`src/rtl/des_round_engine_if.sv`:
```
// Block-level bus for the DES round engine: request/data in, status/result out.
interface des_round_engine_if;
  logic        start;
  logic        decrypt;
  logic [63:0] key;      // bit 63 is DES key bit 1
  logic [31:0] l_in;     // L0, bit 31 is DES bit 1
  logic [31:0] r_in;     // R0
  logic        busy;
  logic        done;
  logic [31:0] left;     // L16
  logic [31:0] right;    // R16

  modport master (
    output start, decrypt, key, l_in, r_in,
    input  busy, done, left, right
  );

  modport slave (
    input  start, decrypt, key, l_in, r_in,
    output busy, done, left, right
  );
endinterface

```
`src/rtl/des_round_engine.sv`:
```
// Iterative DES Feistel core: one round per clock, subkeys generated on the fly
// by rotating C/D forward (encrypt) or backward (decrypt). No final swap.
//
// state | meaning
// ------+-------------------------------------------------------------
// IDLE  | waiting for start; operands and C/D captured on acceptance
// ROUND | one Feistel round per edge, round_q = round being computed
// DONE  | one-cycle result strobe, then back to IDLE
module des_round_engine #(
  parameter int ROUNDS = 16
) (
  input  logic                 clk,
  input  logic                 rst_n,
  des_round_engine_if.slave    bus
);

  typedef enum logic [1:0] {IDLE, ROUND, DONE} state_t;

  localparam logic [4:0] LAST_ROUND = 5'(ROUNDS);

  localparam int E_TAB [48] = '{
    32, 1, 2, 3, 4, 5,  4, 5, 6, 7, 8, 9,  8, 9,10,11,12,13, 12,13,14,15,16,17,
    16,17,18,19,20,21, 20,21,22,23,24,25, 24,25,26,27,28,29, 28,29,30,31,32, 1};

  localparam int P_TAB [32] = '{
    16, 7,20,21,29,12,28,17, 1,15,23,26, 5,18,31,10,
     2, 8,24,14,32,27, 3, 9,19,13,30, 6,22,11, 4,25};

  localparam int PC1_TAB [56] = '{
    57,49,41,33,25,17, 9, 1,58,50,42,34,26,18,10, 2,59,51,43,35,27,19,11, 3,60,52,44,36,
    63,55,47,39,31,23,15, 7,62,54,46,38,30,22,14, 6,61,53,45,37,29,21,13, 5,28,20,12, 4};

  localparam int PC2_TAB [48] = '{
    14,17,11,24, 1, 5, 3,28,15, 6,21,10,23,19,12, 4,26, 8,16, 7,27,20,13, 2,
    41,52,31,37,47,55,30,40,51,45,33,48,44,49,39,56,34,53,46,42,50,36,29,32};

  // Indexed by {b1,b6,b2,b3,b4,b5} of the 6-bit group, i.e. row*16+col.
  localparam int SBOX [8][64] = '{
    '{14, 4,13, 1, 2,15,11, 8, 3,10, 6,12, 5, 9, 0, 7,  0,15, 7, 4,14, 2,13, 1,10, 6,12,11, 9, 5, 3, 8,
       4, 1,14, 8,13, 6, 2,11,15,12, 9, 7, 3,10, 5, 0, 15,12, 8, 2, 4, 9, 1, 7, 5,11, 3,14,10, 0, 6,13},
    '{15, 1, 8,14, 6,11, 3, 4, 9, 7, 2,13,12, 0, 5,10,  3,13, 4, 7,15, 2, 8,14,12, 0, 1,10, 6, 9,11, 5,
       0,14, 7,11,10, 4,13, 1, 5, 8,12, 6, 9, 3, 2,15, 13, 8,10, 1, 3,15, 4, 2,11, 6, 7,12, 0, 5,14, 9},
    '{10, 0, 9,14, 6, 3,15, 5, 1,13,12, 7,11, 4, 2, 8, 13, 7, 0, 9, 3, 4, 6,10, 2, 8, 5,14,12,11,15, 1,
      13, 6, 4, 9, 8,15, 3, 0,11, 1, 2,12, 5,10,14, 7,  1,10,13, 0, 6, 9, 8, 7, 4,15,14, 3,11, 5, 2,12},
    '{ 7,13,14, 3, 0, 6, 9,10, 1, 2, 8, 5,11,12, 4,15, 13, 8,11, 5, 6,15, 0, 3, 4, 7, 2,12, 1,10,14, 9,
      10, 6, 9, 0,12,11, 7,13,15, 1, 3,14, 5, 2, 8, 4,  3,15, 0, 6,10, 1,13, 8, 9, 4, 5,11,12, 7, 2,14},
    '{ 2,12, 4, 1, 7,10,11, 6, 8, 5, 3,15,13, 0,14, 9, 14,11, 2,12, 4, 7,13, 1, 5, 0,15,10, 3, 9, 8, 6,
       4, 2, 1,11,10,13, 7, 8,15, 9,12, 5, 6, 3, 0,14, 11, 8,12, 7, 1,14, 2,13, 6,15, 0, 9,10, 4, 5, 3},
    '{12, 1,10,15, 9, 2, 6, 8, 0,13, 3, 4,14, 7, 5,11, 10,15, 4, 2, 7,12, 9, 5, 6, 1,13,14, 0,11, 3, 8,
       9,14,15, 5, 2, 8,12, 3, 7, 0, 4,10, 1,13,11, 6,  4, 3, 2,12, 9, 5,15,10,11,14, 1, 7, 6, 0, 8,13},
    '{ 4,11, 2,14,15, 0, 8,13, 3,12, 9, 7, 5,10, 6, 1, 13, 0,11, 7, 4, 9, 1,10,14, 3, 5,12, 2,15, 8, 6,
       1, 4,11,13,12, 3, 7,14,10,15, 6, 8, 0, 5, 9, 2,  6,11,13, 8, 1, 4,10, 7, 9, 5, 0,15,14, 2, 3,12},
    '{13, 2, 8, 4, 6,15,11, 1,10, 9, 3,14, 5, 0,12, 7,  1,15,13, 8,10, 3, 7, 4,12, 5, 6,11, 0,14, 9, 2,
       7,11, 4, 1, 9,12,14, 2, 0, 6,10,13,15, 3, 5, 8,  2, 1,14, 7, 4,10, 8,13,15,12, 9, 0, 3, 5, 6,11}};

  function automatic logic [55:0] perm_pc1(input logic [63:0] k);
    logic [55:0] o;
    o = '0;
    for (int i = 0; i < 56; i++) o[55-i] = k[64-PC1_TAB[i]];
    return o;
  endfunction

  function automatic logic [47:0] perm_pc2(input logic [55:0] cd);
    logic [47:0] o;
    o = '0;
    for (int i = 0; i < 48; i++) o[47-i] = cd[56-PC2_TAB[i]];
    return o;
  endfunction

  function automatic logic [31:0] feistel(input logic [31:0] r, input logic [47:0] k);
    logic [47:0] x;
    logic [31:0] s;
    logic [31:0] p;
    logic [5:0]  six;
    x = '0;
    s = '0;
    p = '0;
    for (int i = 0; i < 48; i++) x[47-i] = r[32-E_TAB[i]];
    x = x ^ k;
    for (int b = 0; b < 8; b++) begin
      six = x[47-6*b -: 6];
      s[31-4*b -: 4] = 4'(SBOX[b][{six[5], six[0], six[4:1]}]);
    end
    for (int i = 0; i < 32; i++) p[31-i] = s[32-P_TAB[i]];
    return p;
  endfunction

  // Rounds 1, 2, 9 and 16 of the schedule shift by one, all others by two.
  function automatic logic single_shift(input logic [4:0] r);
    return (r == 5'd1) || (r == 5'd2) || (r == 5'd9) || (r == 5'd16);
  endfunction

  state_t      state_q, state_d;
  logic [4:0]  round_q, round_d;
  logic [27:0] c_q, c_d, d_q, d_d;
  logic [31:0] l_q, l_d, r_q, r_d;
  logic        dec_q, dec_d;

  logic [27:0] c_rot, d_rot;
  logic [47:0] subkey;
  logic [31:0] f_out;
  logic [55:0] cd_init;

  // Subkey for the current round: forward rotation before PC-2 when
  // encrypting, backward rotation (skipped in round 1) when decrypting.
  always_comb begin
    c_rot = c_q;
    d_rot = d_q;
    if (!dec_q) begin
      if (single_shift(round_q)) begin
        c_rot = {c_q[26:0], c_q[27]};
        d_rot = {d_q[26:0], d_q[27]};
      end else begin
        c_rot = {c_q[25:0], c_q[27:26]};
        d_rot = {d_q[25:0], d_q[27:26]};
      end
    end else if (round_q != 5'd1) begin
      if (single_shift(5'd18 - round_q)) begin
        c_rot = {c_q[0], c_q[27:1]};
        d_rot = {d_q[0], d_q[27:1]};
      end else begin
        c_rot = {c_q[1:0], c_q[27:2]};
        d_rot = {d_q[1:0], d_q[27:2]};
      end
    end
    subkey  = perm_pc2({c_rot, d_rot});
    f_out   = feistel(r_q, subkey);
    cd_init = perm_pc1(bus.key);
  end

  // Next-state and datapath update for the three-state sequencer.
  always_comb begin
    state_d = state_q;
    round_d = round_q;
    c_d     = c_q;
    d_d     = d_q;
    l_d     = l_q;
    r_d     = r_q;
    dec_d   = dec_q;
    case (state_q)
      IDLE: begin
        if (bus.start) begin
          dec_d   = bus.decrypt;
          c_d     = cd_init[55:28];
          d_d     = cd_init[27:0];
          l_d     = bus.l_in;
          r_d     = bus.r_in;
          round_d = 5'd1;
          state_d = ROUND;
        end
      end
      ROUND: begin
        c_d = c_rot;
        d_d = d_rot;
        l_d = r_q;
        r_d = l_q ^ f_out;
        if (round_q == LAST_ROUND) state_d = DONE;
        else                       round_d = round_q + 5'd1;
      end
      DONE:    state_d = IDLE;
      default: state_d = IDLE;
    endcase
  end

  // State and datapath registers with synchronous active-low clear.
  always_ff @(posedge clk) begin
    if (!rst_n) begin
      state_q <= IDLE;
      round_q <= '0;
      c_q     <= '0;
      d_q     <= '0;
      l_q     <= '0;
      r_q     <= '0;
      dec_q   <= 1'b0;
    end else begin
      state_q <= state_d;
      round_q <= round_d;
      c_q     <= c_d;
      d_q     <= d_d;
      l_q     <= l_d;
      r_q     <= r_d;
      dec_q   <= dec_d;
    end
  end

  assign bus.busy  = (state_q == ROUND);
  assign bus.done  = (state_q == DONE);
  assign bus.left  = l_q;
  assign bus.right = r_q;

endmodule

```
`src/flat_wrapper.sv`:
```
// flat-port wrapper written by rule: the top's interface ports become plain ports
module des_round_engine_flat 
#(
  parameter int ROUNDS = 16
)
  (clk, rst_n, bus_start, bus_decrypt, bus_key, bus_l_in, bus_r_in, bus_busy, bus_done, bus_left, bus_right);
  des_round_engine_if bus_i ();
  input  logic clk;
  input  logic rst_n;
  input wire logic [$bits(bus_i.start)-1:0] bus_start;
  input wire logic [$bits(bus_i.decrypt)-1:0] bus_decrypt;
  input wire logic [$bits(bus_i.key)-1:0] bus_key;
  input wire logic [$bits(bus_i.l_in)-1:0] bus_l_in;
  input wire logic [$bits(bus_i.r_in)-1:0] bus_r_in;
  output wire logic [$bits(bus_i.busy)-1:0] bus_busy;
  output wire logic [$bits(bus_i.done)-1:0] bus_done;
  output wire logic [$bits(bus_i.left)-1:0] bus_left;
  output wire logic [$bits(bus_i.right)-1:0] bus_right;
  assign bus_i.start = bus_start;
  assign bus_i.decrypt = bus_decrypt;
  assign bus_i.key = bus_key;
  assign bus_i.l_in = bus_l_in;
  assign bus_i.r_in = bus_r_in;
  assign bus_busy = bus_i.busy;
  assign bus_done = bus_i.done;
  assign bus_left = bus_i.left;
  assign bus_right = bus_i.right;
  des_round_engine #(.ROUNDS(ROUNDS)) u_core (.clk(clk), .rst_n(rst_n), .bus(bus_i));
endmodule
```
`config.mk`:
```
export PLATFORM = sky130hd
export DESIGN_NAME = des_round_engine_flat
export DESIGN_NICKNAME = d
export VERILOG_FILES = /design/src/rtl/des_round_engine_if.sv /design/src/rtl/des_round_engine.sv /design/src/flat_wrapper.sv
export SDC_FILE = /design/constraint.sdc
export NUM_CORES = 1
export LEC_CHECK = 0
export ABC_CLOCK_PERIOD_IN_PS = 5400
export CAP_MARGIN = 20
export CORE_MARGIN = 2
export CORE_UTILIZATION = 58
export DETAILED_ROUTE_END_ITERATION = 6
export PLACE_DENSITY = 0.84
export SLEW_MARGIN = 20
export SYNTH_ARGS = -nofsm -noshare
export SYNTH_HDL_FRONTEND = slang
export SYNTH_SLANG_ARGS = --single-unit
```
`constraint.sdc`:
```
create_clock -name clk -period 5.4 [get_ports clk]
set_clock_uncertainty 0.05 [all_clocks]
set_input_delay 1.08 -clock clk [delete_from_list [all_inputs] [get_ports clk]]
set_output_delay 1.08 -clock clk [all_outputs]
set_load 0.1 [all_outputs]
```
==> impl_metrics.ini, run 1 <==
[status]
status = finished with violations
violations = DRC

[synthesis]
syn_area_per_cell_sq_um = 7.51
syn-num-nets = 2166
syn_inst = 1966
ys.flop_type = dfxtp_1
synthArstFlopShare_pct = 0
ys_warn_count = 0
netlist_area_sq_um = 14800
ys_types = 109
yosys_register_bits = 128
synth_edf_count = 0
yosysSeqAreaShare_pct = 17.4

[final_layout]
drive_gt1_share_pct = 11.9
final_common_cell = nand2_1
final_nets = 2294
areaGrowthSynthToFinish_pct = 18.8
antennaDiodeCount = 0
final_cell_mix = nand2_1, nor2_1, clkdlybuf4s50_1, dfxtp_1, buf_4

[drt]
dr_wl_met3_microns = 7450
post_drt_wl_per_cell_microns = 24.0
routed.top_layer = met5
drc_errors = 5
drt_iter0_markers = 2849
first_pass_iters = 7
vias = 17500
ant_nets = 0
wl_met2_microns = 24800
avgViaCountPerCell = 7.17
wl_met1_microns = 23500
routed_wl_microns = 58500

[worst_setup_path]
critical-path-slowest-cell = a221oi_4
critPathLaunchType = register
timing.rr.end = u_core.bus.right[24]
max_stage_delay_ns = 0.72
crit_arrival_ns = 5.52
r2r_setup_slack_ns = 0.19
timing.rr.start = u_core.round_q[1]
critPathKind = reg -> reg
worstPathMaxFanout = 13
crit_required_ns = 5.71
ff2ff_path_depth = 17
worst_setup_path_end_kind = register
path_delay_family = compound AO/OA/AOI/OAI gates
cp_num_buf_inv = 3
crit_chain = inv_1 > ha_1 > nor2_1 > a221oi_4 > buf_4 > mux2_2 > o22ai_1 > a21o_1 > xor2_1 > inv_1 > ha_1 > nor3_1 > a21oi_1 > o211a_1 > a311o_1 > mux2_2 > o221ai_1

[timing]
setup_viol = 0
slew_violations = 0
fmax_mhz = 192
rsz0062_at_grt = no
finalCritPeriodShare_pct = 96.5
worst_slack_ns = 0.187
worst_pin_slew_ns = 1.13
slew_headroom_pct = 24.2
tns_ns = 0
finalHoldViolations = 0
min_period_ns = 5.21

[min_path]
worstHoldStart = u_core.bus.left[6]
holdCritPathClass = reg -> reg
min_to = u_core.bus.left[6]
whs_path_depth = 2

[floorplan]
initial_core_util_pct = 58.8
die_x_microns = 164
die-area_sq_um = 26800
io_pins = 198
rows = 58
dieHeight_microns = 164
core_area_sq_um = 25100

[clock_network]
cts_root_buf = clkbuf_16
clk_latency_ns = 0.45
cts_hold_buffers = 0
numCtsBuffers = 17
clock-sinks = 128
htreeDepth = 4
cts.repair.resized = 0
cts_buffer_depth = 2
cts_setup_buffers = 0
cts.clk_slew.worst_paths_ns = 0.07
cts_tree = built

[global_routing]
gr-total-overflow = 0
grt_max_degree = 84
antenna_found_initial = 1
track_usage_pct = 42.1
grt_pass1_wl_microns = 88200
grt_pass1_vias = 15700

[pwr]
p_leak_nw = 6.77
ir_worst_vdd_uv = 268
power_density_nw_per_um2 = 416

[placed_design]
io_buffers = 189
gp_congestion = 0.985
hpwl_microns = 42300
pre_cts_slack_ns = 0.381

[flow_run]
maxCapViolCount = 0
per-layer routing:
metal	track usage, %	vias up
met5	0	-
met4	18.8	2
met3	10.9	212
met2	62.1	1221
met1	57.6	8234
li1	-	7798
cells by family after synthesis:
| group | count (synthesis) | synth area share, % |
|---|---|---|
| xor gates and xnor gates | 65 | 4.16 |
| buffers and inverters | 226 | 7.16 |
| and+or+nand+nor | 764 | 25.1 |
| muxes | 116 | 9.49 |
| AOI/OAI and AO/OA | 599 | 31.0 |
| adders and majority gates | 68 | 5.76 |
| DFF | 128 | 17.4 |
final cells by class:
class | count | area [sq um]
Tap cell | 330 | 413
Inverter | 62 | 234
Clock inverter | 14 | 159
Clock buffer | 18 | 429
Fill cell | 2143 | 7560
Timing Repair Buffer | 273 | 2560
Sequential cell | 128 | 2560
Multi-Input combinational cell | 1612 | 11200
Yosys cell counts, drive strengths merged (18+ instances only):
cell type	number	area share, %
nand2	228	5.9
nor2	210	5.5
dfxtp	128	17
clkbuf	85	2.2
buf	79	3.4
nor3	75	2.5
o21ai	73	2.5
nand3	72	2.5
a21oi	69	2.4
ha	68	5.8
mux2i	68	4.6
inv	62	1.6
a311oi	51	3.1
a31oi	44	1.9
a211oi	43	2.4
nor4	41	2.1
o211ai	40	2.1
xnor2	40	2.5
o22ai	35	1.5
mux2	32	2.4
and3	29	1.2
o31ai	26	1.5
xor2	25	1.6
or4	23	1.2
or3	22	0.97
a2111oi	18	1.3
state kept, by name, indices dropped and copies added, names as in the netlist:
register,count
u_core.round_q,5
u_core.c_q,28
u_core.d_q,28
u_core.dec_q,1
u_core.bus.left,32
u_core.state_q,2
u_core.bus.right,32
worst register-to-register path: stages, from the launching register on:
cell and delay (ns):
dfxtp_1 0.37, inv_1 0.13, ha_1 0.27, nor2_1 0.13
a221oi_4 0.72, buf_4 0.30, mux2_2 0.35, o22ai_1 0.14
a21o_1 0.24, xor2_1 0.23, inv_1 0.17, ha_1 0.45
nor3_1 0.56, a21oi_1 0.09, o211a_1 0.25, a311o_1 0.35
mux2_2 0.26, o221ai_1 0.06
metrics by stage:
stage / hold slack (ns) / cell area [sq um] / std cells / util (%) / power (mW)
after detailed placement: 0.454 / 17000 / 2405 / 67.5 / 5.93
after CTS: 0.465 / 17500 / 2437 / 69.9 / 7.16
final: 0.464 / 17600 / 2437 / 69.9 / 7.30
after global placement: 0.446 / 17000 / 2405 / 67.5 / 5.87
after global routing: 0.475 / 17600 / 2437 / 69.9 / 7.65
after floorplan: 0.420 / 14800 / 1966 / - / 4.66
how the worst max path moves through the flow:
stage | from | to | slack [ns] | depth (start not counted)
after floorplan | u_core.round_q[0] | u_core.bus.right[25] | 0.70 | 22
after global placement | u_core.round_q[1] | u_core.bus.right[24] | 0.45 | 17
after detailed placement | u_core.round_q[1] | u_core.bus.right[24] | 0.38 | 17
after CTS | u_core.round_q[1] | u_core.bus.right[24] | 0.34 | 17
after global routing | u_core.round_q[1] | u_core.bus.right[24] | 0.02 | 17
final | u_core.round_q[1] | u_core.bus.right[24] | 0.19 | 17
power breakdown:
group          leakage (nW)  total (mW)  internal, mW  switching, mW
Sequential             1.06        1.32          1.06          0.262
Clock                 0.270        1.21         0.687          0.518
Combinational          5.44        4.78          1.79           2.99
Power figures use the tool's default switching activity.
==> inputs of run 2 (changes only) <==
--- a/config.mk
+++ b/config.mk
@@ -7,8 +7,8 @@
 export LEC_CHECK = 0
 export ABC_CLOCK_PERIOD_IN_PS = 5400
 export CAP_MARGIN = 20
-export CORE_MARGIN = 2
 export CORE_UTILIZATION = 58
+export CTS_CLUSTER_DIAMETER = 50
 export DETAILED_ROUTE_END_ITERATION = 6
 export PLACE_DENSITY = 0.84
 export SLEW_MARGIN = 20
==> run 2 against run 1 <==
Net effect: the run still ends with DRC left; critical path depth unchanged; sequential share of layout area about the same; clock-buffer cell count increased by 1; register-to-register slack improved by 0.07 ns; worst hold slack got worse by 0.011 ns; die area decreased by 2.4%; critical endpoint is now u_core.bus.right[25]; total power increased by 1.0%; combinational power about the same; utilization decreased by 0.15 points; final cell count decreased by 0.25%; largest cell class unchanged; highest routed layer is now met4; non-clock buffer count decreased by 6; clock power increased by 4%.
==> impl_metrics.ini, run 2 (synthesis results as in run 1) <==
[clock_network]
numCtsBuffers = 17
cts_setup_buffers = 0
htreeDepth = 4
cts.repair.resized = 0
clk_latency_ns = 0.44
cts.clk_slew.worst_paths_ns = 0.07
cts_hold_buffers = 0
cts_buffer_depth = 2
cts_tree = built
cts_root_buf = clkbuf_16
clock-sinks = 128

[timing]
worst_pin_slew_ns = 1.10
fmax_mhz = 195
slew_headroom_pct = 26.4
tns_ns = 0
slew_violations = 0
worst_slack_ns = 0.260
finalCritPeriodShare_pct = 95.2
finalHoldViolations = 0
rsz0062_at_grt = no
setup_viol = 0
min_period_ns = 5.14

[min_path]
min_to = u_core.bus.left[16]
whs_path_depth = 2
holdCritPathClass = reg -> reg
worstHoldStart = u_core.bus.left[16]

[worst_setup_path]
crit_required_ns = 5.68
r2r_setup_slack_ns = 0.26
critical-path-slowest-cell = or4_1
worstPathMaxFanout = 9
timing.rr.end = u_core.bus.right[25]
ff2ff_path_depth = 17
max_stage_delay_ns = 0.69
crit_chain = ha_1 > nor4b_2 > o31ai_4 > o32a_1 > o21ai_0 > or4_1 > and2_0 > inv_1 > ha_1 > and2_1 > o211ai_1 > a211oi_1 > a311oi_1 > a41oi_1 > o221ai_1 > xnor2_1 > o211a_1
worst_setup_path_end_kind = register
crit_start = u_core.round_q[0]
crit_arrival_ns = 5.42
critPathLaunchType = register
timing.rr.start = u_core.round_q[0]
critPathKind = reg -> reg
cp_common_cell = ha_1

[pwr]
finalPower_mw = 7.38
ir_worst_vdd_uv = 262
power_density_nw_per_um2 = 421
p_leak_nw = 6.76

[floorplan]
core_area_sq_um = 25100
rows = 58
die_x_microns = 162
io_pins = 198
dieHeight_microns = 162
initial_core_util_pct = 58.8
die-area_sq_um = 26100

[drt]
drt_iter0_markers = 2720
drc_errors = 12
avgViaCountPerCell = 7.23
routed_wl_microns = 59000
ant_nets = 0
vias = 17600
first_pass_iters = 7
post_drt_wl_per_cell_microns = 24.3

[placed_design]
gp_congestion = 0.999
hpwl_microns = 42300
io_buffers = 189
pre_cts_slack_ns = 0.414
placed_area_sq_um = 16900

[global_routing]
track_usage_pct = 44.3
gr-total-overflow = 0
antenna_found_initial = 0
grt_max_degree = 78
grt_pass1_vias = 15800
grt_pass1_wl_microns = 90600

[final_layout]
final_util_pct = 69.8
antennaDiodeCount = 0
final_area_sq_um = 17500
areaGrowthSynthToFinish_pct = 18.6
drive_gt1_share_pct = 11.7
final_cell_mix = nand2_1, nor2_1, clkdlybuf4s50_1, dfxtp_1, buf_4
final_common_cell = nand2_1
final_nets = 2288
n_fill_cell = 2134

[status]
violations = DRC
status = finished with violations

[flow_run]
maxCapViolCount = 0
==> run 2: cell types whose count changed in the layout (fill, tap and decap cells not counted), sizes merged <==
cell | before | now
clkbuf | 18 | 19
clkdlybuf4s50 | 189 | 188
inv | 65 | 62
clkinvlp | 5 | 4
bufinv | 2 | 3
buf | 84 | 79
clkinv | 4 | 6
==> run 2: critical path, delay by kind of cell, from the launching register on <==
| family | cells | cell delay, ns |
|---|---|---|
| compound gates | 9 | 2.30 |
| simple gates | 4 | 1.22 |
| fa+ha+maj | 2 | 0.73 |
| flops | 1 | 0.48 |
| buf+inv | 1 | 0.14 |
| xor+xnor | 1 | 0.11 |
==> run 2: metrics by stage <==
| stage | cells | hold slack [ns] |
|---|---|---|
| floorplan | 1966 | 0.420 |
| global placement | 2398 | 0.437 |
| detailed placement | 2398 | 0.450 |
| CTS | 2430 | 0.458 |
| global route | 2431 | 0.483 |
| finish | 2431 | 0.453 |
==> run 2: power by group <==
group | switching (mW) | internal, mW | leakage [nW] | total (mW)
logic | 3.01 | 1.78 | 5.41 | 4.80
clock network | 0.504 | 0.751 | 0.291 | 1.26
registers | 0.272 | 1.06 | 1.06 | 1.33
total | 3.79 | 3.59 | 6.76 | 7.38
==> run 2: per-layer routing <==
layer  GRT usage, %  vias up  wire length [microns]
li1               -     7764                      -
met1           61.1     8306                  23700
met2           64.5     1287                  24600
met3           10.1      227                   7550
met4           22.1        0                   3180
met5              0        -                      0
==> run 2: final cells by class <==
cell class / count / area (sq um) / area share, %
multi-input combinational: 1612 / 11200 / 63.9
sequential: 128 / 2560 / 14.6
timing repair buffer: 267 / 2500 / 14.3
clock buffer: 19 / 453 / 2.59
tap: 330 / 413 / 2.36
inverter: 62 / 234 / 1.34
clock inverter: 13 / 161 / 0.922
==> run 2: worst max-delay path by stage <==
stage                                 to  slack [ns]  cells after the start
floorplan           u_core.bus.right[25]        0.70                     22
global placement    u_core.bus.right[10]        0.51                     16
detailed placement  u_core.bus.right[25]        0.41                     17
CTS                 u_core.bus.right[25]        0.35                     17
global route        u_core.bus.right[25]        0.06                     17
finish              u_core.bus.right[25]        0.26                     17
